<file path="config.mk">
export PLATFORM = sky130hd
export DESIGN_NAME = hififo_tx_wr_tlp
export DESIGN_NICKNAME = d
export VERILOG_FILES = /design/src/rtl/hififo_tx_wr_tlp.sv
export SDC_FILE = /design/constraint.sdc
export NUM_CORES = 2
export LEC_CHECK = 0
export CAP_MARGIN = 20
export CORE_ASPECT_RATIO = 0.7
export CORE_MARGIN = 2
export CORE_UTILIZATION = 60
export CTS_BUF_LIST = sky130_fd_sc_hd__clkbuf_8
export DETAILED_ROUTE_END_ITERATION = 10
export PLACE_DENSITY = 0.81
export SYNTH_ARGS = -nofsm -noshare
export SYNTH_HDL_FRONTEND = slang
export SYNTH_MEMORY_MAX_BITS = 65536
export SYNTH_SLANG_ARGS = --single-unit
</file>
<file path="constraint.sdc">
create_clock -name clock -period 21 [get_ports clock]
set_input_delay 4.2 -clock clock [delete_from_list [all_inputs] [get_ports clock]]
set_output_delay 4.2 -clock clock [all_outputs]
set_load 0.005 [all_outputs]
</file>
<file path="src/rtl/hififo_tx_wr_tlp.sv">
// Burst-to-TLP formatter. Write bursts are captured into a payload ring
// buffer and a descriptor queue. Each burst is then emitted as one PCIe Memory
// Write TLP (3DW or 4DW header) on a 64-bit valid/ready/last/keep stream.
// Handshake: on the tx side a beat transfers on a cycle where tx_valid and
// tx_ready are both high, and tx_data/tx_keep/tx_last hold while stalled.
// On the wr side, wr_ready is a one-cycle accept pulse and the burst data
// follows on consecutive cycles starting with that cycle.
module hififo_tx_wr_tlp #(
  parameter int MAX_BURST  = 16,
  parameter int DATA_DEPTH = 64,
  parameter int CMD_DEPTH  = 4
) (
  input  logic        clock,
  input  logic        reset,
  input  logic [15:0] pci_id,
  input  logic        wr_valid,
  output logic        wr_ready,
  input  logic [63:0] wr_addr,
  input  logic [63:0] wr_data,
  input  logic [4:0]  wr_count,
  output logic        tx_valid,
  input  logic        tx_ready,
  output logic [63:0] tx_data,
  output logic        tx_last,
  output logic [7:0]  tx_keep,
  output logic        error
);

  localparam int DAW = $clog2(DATA_DEPTH);
  localparam int CAW = $clog2(CMD_DEPTH);

  typedef enum logic [1:0] {IDLE, HDR0, HDR1, DATA} state_t;
  state_t state;

  // payload ring and descriptor queue
  logic [63:0]    mem [DATA_DEPTH];
  logic [DAW-1:0] wr_ptr, rd_ptr;
  logic [DAW:0]   used;
  logic [DAW:0]   free_words;
  logic [63:0]    cmd_addr [CMD_DEPTH];
  logic [4:0]     cmd_n [CMD_DEPTH];
  logic [CAW-1:0] cmd_wp, cmd_rp;
  logic [CAW:0]   cmd_cnt;

  // capture side
  logic        wr_ready_q, capturing;
  logic [4:0]  cap_left, cap_n, hold_cnt;
  logic [63:0] cap_addr;
  logic        legal, accept, wr_en, push, pop, fire;
  logic [63:0] push_addr;
  logic [4:0]  push_n;

  // emit side
  logic [4:0]     rem;
  logic [31:0]    hi_q;
  logic           cur_4dw;
  logic [63:0]    rd_word, cur_addr, hdr_addr;
  logic [4:0]     hdr_n;
  logic           hdr_4dw;
  logic [CAW-1:0] hdr_idx;
  logic [63:0]    hdr0_beat, hdr1_beat, nxt_data;
  logic           nxt_last, nxt_consume;
  logic [7:0]     nxt_keep;

  assign free_words = (DAW+1)'(DATA_DEPTH) - used;
  assign legal      = (wr_count != 5'd0) && (wr_count <= 5'(MAX_BURST));
  assign accept     = wr_valid & ~reset & ~capturing & (hold_cnt == 5'd0) &
                      (free_words >= (DAW+1)'(MAX_BURST)) &
                      (cmd_cnt != (CAW+1)'(CMD_DEPTH)) & ~wr_ready_q;
  assign wr_ready   = accept;
  assign wr_en      = (accept & legal) | capturing;
  assign push       = (accept & legal & (wr_count == 5'd1)) | (capturing & (cap_left == 5'd1));
  assign push_addr  = capturing ? cap_addr : wr_addr;
  assign push_n     = capturing ? cap_n : wr_count;
  assign fire       = tx_valid & tx_ready;
  assign pop        = fire & tx_last;

  assign rd_word   = mem[rd_ptr];
  assign cur_addr  = cmd_addr[cmd_rp];
  // IDLE starts from the queue head; a back-to-back TLP starts from the entry behind it
  assign hdr_idx   = (state == IDLE) ? cmd_rp : CAW'(cmd_rp + 1'b1);
  assign hdr_addr  = cmd_addr[hdr_idx];
  assign hdr_n     = cmd_n[hdr_idx];
  assign hdr_4dw   = |hdr_addr[63:32];
  assign hdr0_beat = {pci_id, 8'h00, 4'hF, 4'hF,
                      1'b0, (hdr_4dw ? 2'b11 : 2'b10), 5'b00000, 14'b0, 4'b0, hdr_n, 1'b0};
  assign hdr1_beat = cur_4dw ? {cur_addr[31:0], cur_addr[63:32]}
                             : {rd_word[31:0], cur_addr[31:0]};

  // next payload beat; 3DW beats straddle two qwords, hence the held high half
  always_comb begin
    nxt_data    = rd_word;
    nxt_last    = (rem == 5'd1);
    nxt_keep    = 8'hFF;
    nxt_consume = 1'b1;
    if (!cur_4dw) begin
      if (rem != 5'd0) begin
        nxt_data = {rd_word[31:0], hi_q};
        nxt_last = 1'b0;
      end else begin
        nxt_data    = {32'h0, hi_q};
        nxt_last    = 1'b1;
        nxt_keep    = 8'h0F;
        nxt_consume = 1'b0;
      end
    end
  end

  // payload write port (no reset needed; occupancy is tracked by used)
  always_ff @(posedge clock) begin
    if (wr_en) mem[wr_ptr] <= wr_data;
  end

  // descriptor storage
  always_ff @(posedge clock) begin
    if (push) begin
      cmd_addr[cmd_wp] <= push_addr;
      cmd_n[cmd_wp]    <= push_n;
    end
  end

  // capture control, occupancy counters and error flag
  always_ff @(posedge clock) begin
    if (reset) begin
      wr_ready_q <= 1'b0;
      capturing  <= 1'b0;
      cap_left   <= 5'd0;
      cap_n      <= 5'd0;
      cap_addr   <= 64'h0;
      hold_cnt   <= 5'd0;
      wr_ptr     <= '0;
      used       <= '0;
      cmd_wp     <= '0;
      cmd_rp     <= '0;
      cmd_cnt    <= '0;
      error      <= 1'b0;
    end else begin
      wr_ready_q <= accept;
      if (hold_cnt != 5'd0) hold_cnt <= hold_cnt - 5'd1;
      if (accept) begin
        cap_addr <= wr_addr;
        cap_n    <= wr_count;
        if (!legal) error <= 1'b1;
        if (wr_count > 5'(MAX_BURST)) hold_cnt <= wr_count;
        if (legal && wr_count != 5'd1) begin
          capturing <= 1'b1;
          cap_left  <= wr_count - 5'd1;
        end
      end else if (capturing) begin
        cap_left <= cap_left - 5'd1;
        if (cap_left == 5'd1) capturing <= 1'b0;
      end
      if (wr_en) wr_ptr <= wr_ptr + 1'b1;
      used <= used + (DAW+1)'(wr_en) - (pop ? (DAW+1)'(cmd_n[cmd_rp]) : '0);
      if (push) cmd_wp <= cmd_wp + 1'b1;
      if (pop)  cmd_rp <= cmd_rp + 1'b1;
      if (push && !pop)      cmd_cnt <= cmd_cnt + 1'b1;
      else if (pop && !push) cmd_cnt <= cmd_cnt - 1'b1;
    end
  end

  // emit FSM with registered stream outputs
  always_ff @(posedge clock) begin
    if (reset) begin
      state    <= IDLE;
      tx_valid <= 1'b0;
      tx_data  <= 64'h0;
      tx_last  <= 1'b0;
      tx_keep  <= 8'h00;
      rem      <= 5'd0;
      hi_q     <= 32'h0;
      cur_4dw  <= 1'b0;
      rd_ptr   <= '0;
    end else begin
      case (state)
        IDLE: begin
          if (cmd_cnt != '0) begin
            tx_valid <= 1'b1;
            tx_data  <= hdr0_beat;
            tx_last  <= 1'b0;
            tx_keep  <= 8'hFF;
            cur_4dw  <= hdr_4dw;
            state    <= HDR0;
          end
        end
        HDR0: begin
          if (fire) begin
            tx_data <= hdr1_beat;
            state   <= HDR1;
            if (cur_4dw) begin
              rem <= cmd_n[cmd_rp];
            end else begin
              rem    <= cmd_n[cmd_rp] - 5'd1;
              hi_q   <= rd_word[63:32];
              rd_ptr <= rd_ptr + 1'b1;
            end
          end
        end
        HDR1, DATA: begin
          if (fire) begin
            if (state == DATA && tx_last) begin
              if (cmd_cnt >= (CAW+1)'(2)) begin
                tx_data <= hdr0_beat;
                tx_last <= 1'b0;
                tx_keep <= 8'hFF;
                cur_4dw <= hdr_4dw;
                state   <= HDR0;
              end else begin
                tx_valid <= 1'b0;
                tx_last  <= 1'b0;
                tx_keep  <= 8'h00;
                state    <= IDLE;
              end
            end else begin
              tx_data <= nxt_data;
              tx_last <= nxt_last;
              tx_keep <= nxt_keep;
              state   <= DATA;
              if (nxt_consume) begin
                rd_ptr <= rd_ptr + 1'b1;
                rem    <= rem - 5'd1;
                hi_q   <= rd_word[63:32];
              end
            end
          end
        end
        default: state <= IDLE;
      endcase
    end
  end

endmodule

</file>
# [Word-level counts from Yosys, hierarchy flattened]
# Memories as Yosys holds them, arrays and structs flattened. A register that Yosys moved wholly into a read port is not among the register bits.
# Index checks and enable logic that the tools add are counted.
[classes] add_sub_neg=14 n_lt_le_gt_ge=4 n_eq_ne=19 muxes=85 bitwise=17 reduce_logical=28
[op_table] cell="64-bit 2-to-1 mux" n=9
[op_table] cell="64-bit one-hot mux with 3 select lines" n=1
[op_table] cell="32-bit 2-to-1 mux" n=5
[op_table] cell="5-bit 2-to-1 mux" n=13
[op_table] cell="32-bit one-hot mux with 2 select lines" n=1
[op_table] cell="8-bit 2-to-1 mux" n=6
[op_table] cell="6-bit 2-to-1 mux" n=7
[op_table] cell="32-bit OR reduction" n=1
[op_table] cell="1-bit 2-to-1 mux" n=25
[op_table] cell="5-bit by 1-bit subtractor with 5-bit output (second input constant)" n=5
[op_table] cell="2-bit 2-to-1 mux" n=9
[op_table] cell="2-bit inequality test (second input constant)" n=8
[op_table] cell="8-bit one-hot mux with 2 select lines" n=1
[op_table] cell="5-bit by 1-bit equality test with 1-bit output (second input constant)" n=3
[op_table] cell="5-bit AND reduction" n=3
[op_table] cell="5-bit nonzero test" n=3
[op_table] cell="6-bit by 1-bit adder with 6-bit output (second input constant)" n=2
[op_table] cell="6-bit one-hot mux with 2 select lines" n=1
[op_table] cell="1-bit bitwise AND" n=11
[op_table] cell="5-bit one-hot mux with 2 select lines" n=1
[op_table] cell="2-bit nonzero test" n=4
[op_table] cell="7-bit by 1-bit adder with 7-bit output" n=1
[op_table] cell="7-bit by 5-bit greater-or-equal comparator with 1-bit output (second input constant)" n=1
[op_table] cell="7-bit by 5-bit subtractor with 7-bit output" n=1
[op_table] cell="27 further kinds" n=45
[word_totals] ff_bits=222 ramBits=4372 input_bits=153 out_inout_bits=76 word_cells=191 mem_count=3
[mem_list] name="mem" depth=64 word_bits=64 rd=1 rd_ports_with_merged_regs=1 wr=1 line_no="36" source="logic [63:0] mem [DATA_DEPTH];"
[mem_list] name="cmd_addr" depth=4 word_bits=64 rd=2 rd_ports_with_merged_regs=1 wr=1 line_no="40" source="logic [63:0] cmd_addr [CMD_DEPTH];"
[mem_list] name="cmd_n" depth=4 word_bits=5 rd=2 rd_ports_with_merged_regs=1 wr=1 line_no="41" source="logic [4:0] cmd_n [CMD_DEPTH];"

# [Depth between registers and ports, before layout]
[logic_depth] word_depth=14 mapped_depth=19 mapped_depth_nobuf=18

# [Least setup slack after synthesis]
# OpenSTA, ideal clock, no wires.
[synth_path] path_kind="in2reg" startpoint="in reset" endpoint="mem mem[44][0] (enable)" setup_ps=667 t_arrival_ps=12229 required_ps=20333 slack_ps=8104 cell_stages=10 path_buffers=3 path_cell_list="clkbuf_1 -> nor4b_1 -> o311ai_1 -> or2_1 -> buf_6 -> inv_2 -> a21o_4 -> buf_2 -> nand2b_1 -> nor4b_1"
[synth_via] elab_chain_cells=11
[synth_lines] item="from (decl)" line_no="14" source="input logic reset,"
[synth_lines] item="1-bit NOT" line_no="67" source="assign accept = wr_valid & ~reset & ~capturing & (hold_cnt == 5'd0) &"
[synth_lines] item="1-bit bitwise AND (4 in series)" line_no="67"
[synth_lines] item="1-bit bitwise AND" line_no="68" source="(free_words >= (DAW+1)'(MAX_BURST)) &"
[synth_lines] item="1-bit bitwise AND" line_no="69" source="(cmd_cnt != (CAW+1)'(CMD_DEPTH)) & ~wr_ready_q;"
[synth_lines] item="1-bit bitwise AND" line_no="71" source="assign wr_en = (accept & legal) | capturing;"
[synth_lines] item="1-bit OR" line_no="71"
[synth_lines] item="1-bit 2-to-1 mux" line_no="111" source="if (wr_en) mem[wr_ptr] <= wr_data;"
[synth_lines] item="1-bit 2-to-1 mux (not written as such)" line_no="111"
[synth_lines] item="to (decl)" line_no="36"
# No other way between the ends.

# [Worst setup path after layout]
[layout_path] startpoint="in wr_valid" endpoint="out wr_ready"
[layout_via] elab_chain_cells=6
[layout_lines] item="from (decl)" line_no="16" source="input logic wr_valid,"
[layout_lines] item="1-bit bitwise AND (4 in series)" line_no="67"
[layout_lines] item="1-bit bitwise AND" line_no="68"
[layout_lines] item="1-bit bitwise AND" line_no="69"
[layout_lines] item="to (decl)" line_no="17" source="output logic wr_ready,"
# No other way between the ends.

==> impl_metrics.csv <==
group,metric,value,unit
global_route,grt_use_total,34.0,%
setup_path,r2r_slack,13.93,ns
sta,setup_violations,0,
cts,cts_tree,"built",
cts,cts_buffers,646,
job,max-cap-violations,0,
yosys,ys_types,85,
cts,clk_latency,1.12,ns
yosys,yosys_register_bits,4596,
sta,fin_tns_setup,0,ns
setup_path,crit_fanout,81,
placement,port_buffers,228,
yosys,synth_edf_count,4372,
setup_path,worstSetupPathType,"input port to primary output",
cts,cts-htree-levels,6,
cts,clock-root-buffer,"clkbuf_8",
sta,fin_hold_ws,0.455,ns
yosys,ys_seq_area_share,76.3,%
sta,slew_headroom,7.53,%
sta,worst_pin_slew,1.39,ns
drt,wirelength,516000,microns
cts,path_clk_slew,0.06,ns
cts,cts_resized,0,
power_and_ir_drop,power.switching,3.84,mW
setup_path,crit_family,"buffers and inverters",
setup_path,r2r_cells,11,
global_route,grt_pass1_vias,93900,
cts,cts-hold-fix-buffers,0,
setup_path,start_kind,"input port",
die,ioPinCount,229,
die,fp-row-count,167,
run_status,status,"finished, final reports clean",
global_route,antenna_found_initial,37,
die,die-width,655,microns
drt,ant_nets,0,
cts,clk_path_buf_depth,4,
placement,gp_congestion,0.962,
setup_path,crit_path_frequent_cell,"clkdlybuf4s50_1",
power_and_ir_drop,power.density,87.2,mW/mm^2
setup_path,path_cells,"clkdlybuf4s50_1, nor4b_1, o311ai_1, or2_2, buf_4, inv_2, clkdlybuf4s50_1",
sta,timing.final.crit_period,10.85,ns
drt,first_pass_iters,6,
yosys,avgSynthCellArea,20.4,sq um
setup_path,cp_slowest_cell,"clkdlybuf4s50_1",
yosys,synthTopCellsByArea,"edfxtp_1, mux4_2, dfxtp_1",
sta,post-route-period-util,51.7,%
die,start_util,60.2,%
sta,skew,0.0944,ns
placement,dp_slack,10.10,ns
yosys,async_reset_ff_share,0,%
global_route,grt-ovfl-total,0,
drt,drt_iter0_drc,19500,
setup_path,cp.depth,7,
setup_path,endpoint_kind,"primary output",
finish,drive_gt1_share,23.0,%
yosys,netlist_area,0.178,sq mm
finish,post-route-util,66.5,%
yosys,yosysTopAreaCellShare,73.8,%
setup_path,crit_arrival,6.65,ns
die,die_area,0.301,sq mm
die,die-height,460,microns
cts,post_cts_buffers,0,
power_and_ir_drop,ir_drop,0.0000838,V
power_and_ir_drop,p_sw_share,22.5,%
sta,rsz0062_at_grt,"no",
power_and_ir_drop,p_clk_share,37.3,%
power_and_ir_drop,p_comb_share,3.6,%
drt,vias,97800,
setup_path,slowest_delay,0.56,ns
finish,fill_cells,17700,
setup_path,path_buf_inv,4,
yosys,synth_top_cell_by_area,"edfxtp_1",
yosys,ys_warn_count,0,
sta,hold_viol_final,0,
yosys,synthFlopType,"edfxtp_1",
drt,wire_per_inst,37.3,microns
min_path,hold_depth,2,
sta,worst_slack,10.15,ns
yosys,postSynthCellCount,8725,
global_route,grt_max_degree,114,
drt,vias_per_cell,7.07,
sta,fmax,92.1,MHz
yosys,syn_nets,8909,
sta,slew_viol_final,0,
power_and_ir_drop,p_int,13.3,mW
setup_path,cp.required,16.80,ns
die,core,0.295,sq mm
finish,area_growth,10.4,%
power_and_ir_drop,pwr-share-seq,59.1,%
drt,drc,0,
global_route,grt_pass1_wl,711000,microns
min_path,min_path_type,"register to register",
power_and_ir_drop,p_leak,59.7,nW
cts,clock_sinks,4596,
finish,nets,9545,
placement,dp_hpwl,308000,microns
metal layers:
| layer | GRT usage (%) | vias up | wire length [microns] |
|---|---|---|---|
| met4 | 14.4 | 32 | 25900 |
| met5 | 0 | - | 250 |
| met3 | 13.9 | 1287 | 96200 |
| met1 | 48.1 | 49400 | 173000 |
| li1 | - | 37700 | - |
| met2 | 47.0 | 9374 | 221000 |
through the flow:
stage          std cells  cell area, sq um  power, mW
5_1_grt            13800            196000       17.5
6_report           13800            196000       17.1
3_3_place_gp       12700            184000       10.9
3_5_place_dp       12700            185000       10.9
2_1_floorplan       8725            178000       10.5
4_1_cts            13800            196000       17.1
area by class of cell:
cell class	instances	area [sq um]	area share, %
Inverter	29	114	0.0580
Antenna cell	11	27.5	0.0140
Sequential cell	4596	136000	69.2
Tap cell	3971	4970	2.53
Multi-Input combinational cell	3577	39600	20.2
Clock inverter	461	2130	1.09
Clock buffer	672	9250	4.71
Timing Repair Buffer	511	4380	2.23
power groups by stage:
stage,combinational (mW),clock [mW],sequential [mW]
after CTS,0.576,6.39,10.1
after global routing,0.626,6.78,10.1
after floorplan,0.222,0,10.3
final,0.608,6.39,10.1
after detailed placement,0.574,0,10.3
after global placement,0.554,0,10.3
Yosys cell counts, types with 22 or more instances:
cell      number
buf_4         57
nor2b_1       24
o221ai_1      29
a211oi_1      56
nor3_1        26
mux4_2       918
mux2i_1      447
buf_1         52
o22ai_1       99
clkbuf_1     224
mux2_2        98
ha_1          29
a21o_1        22
nand4_1       41
dfxtp_1      224
o211ai_1      33
nor2_1       184
edfxtp_1    4372
buf_6         69
buf_2        102
a31oi_1       35
a22oi_1      330
nand2_1      373
nor4_1        42
o21ai_0       98
inv_1         25
a21oi_1      216
nand3_1      147
a221oi_1      36
cells by family (layout without fill, tap and decap cells):
| logic type | after synthesis | count (layout) | synth area share [%] |
|---|---|---|---|
| other | 0 | 11 | 0 |
| muxes | 1464 | 1464 | 14.8 |
| DFF | 4596 | 4596 | 76.3 |
| and+or+nand+nor | 962 | 962 | 2.54 |
| xor gates and xnor gates | 32 | 32 | 0.158 |
| adders and majority gates | 31 | 31 | 0.227 |
| AOI/OAI and AO/OA | 1088 | 1088 | 4.19 |
| buffers and inverters | 552 | 1673 | 1.77 |
path summary, 6_finish.rpt:
path / startpoint / end
worst min-delay path: cap_n[0] / cap_n[0]
worst max-delay path: wr_valid / wr_ready
worst min register to register: cap_n[0] / cap_n[0]
worst max register to register: register / tx_data[35]
flip-flops by register name (all words and copies together) (netlist names), 3 cells and up, named ones only:
register / count
cap_addr: 64
hold_cnt: 5
cmd_n: 20
tx_data: 64
rd_ptr: 6
wr_ptr: 6
hi_q: 32
mem: 4096
used: 7
cap_n: 5
cmd_cnt: 3
rem: 5
cmd_addr: 256
cap_left: 5
worst register-to-register path, stage by stage, from the launching register on:
cell and delay [ns]:
dfxtp_4 0.81, buf_4 0.87, buf_4 0.93, buf_12 0.54, buf_12 0.97, or2_2 0.41, o22ai_1 0.11, o211ai_1 0.76
nand3_1 0.77, nor4_1 0.57, a211oi_1 0.10, o211ai_1 0.19
placed cells by master (no fill, tap or decap), types with 70 or more instances in the layout:
master           instances
a21oi_1                216
a22oi_1                330
buf_4                  266
clkbuf_8               672
clkdlybuf4s50_1        164
clkinv_1               167
dfxtp_1                215
edfxtp_1              4372
inv_1                  229
mux2_2                  98
mux2i_1                447
mux4_2                 918
nand2_1                372
nand3_1                147
nor2_1                 121
nor2_4                  70
o21ai_0                 96
o22ai_1                 99
No activity file was read; power rests on OpenSTA's default activity.
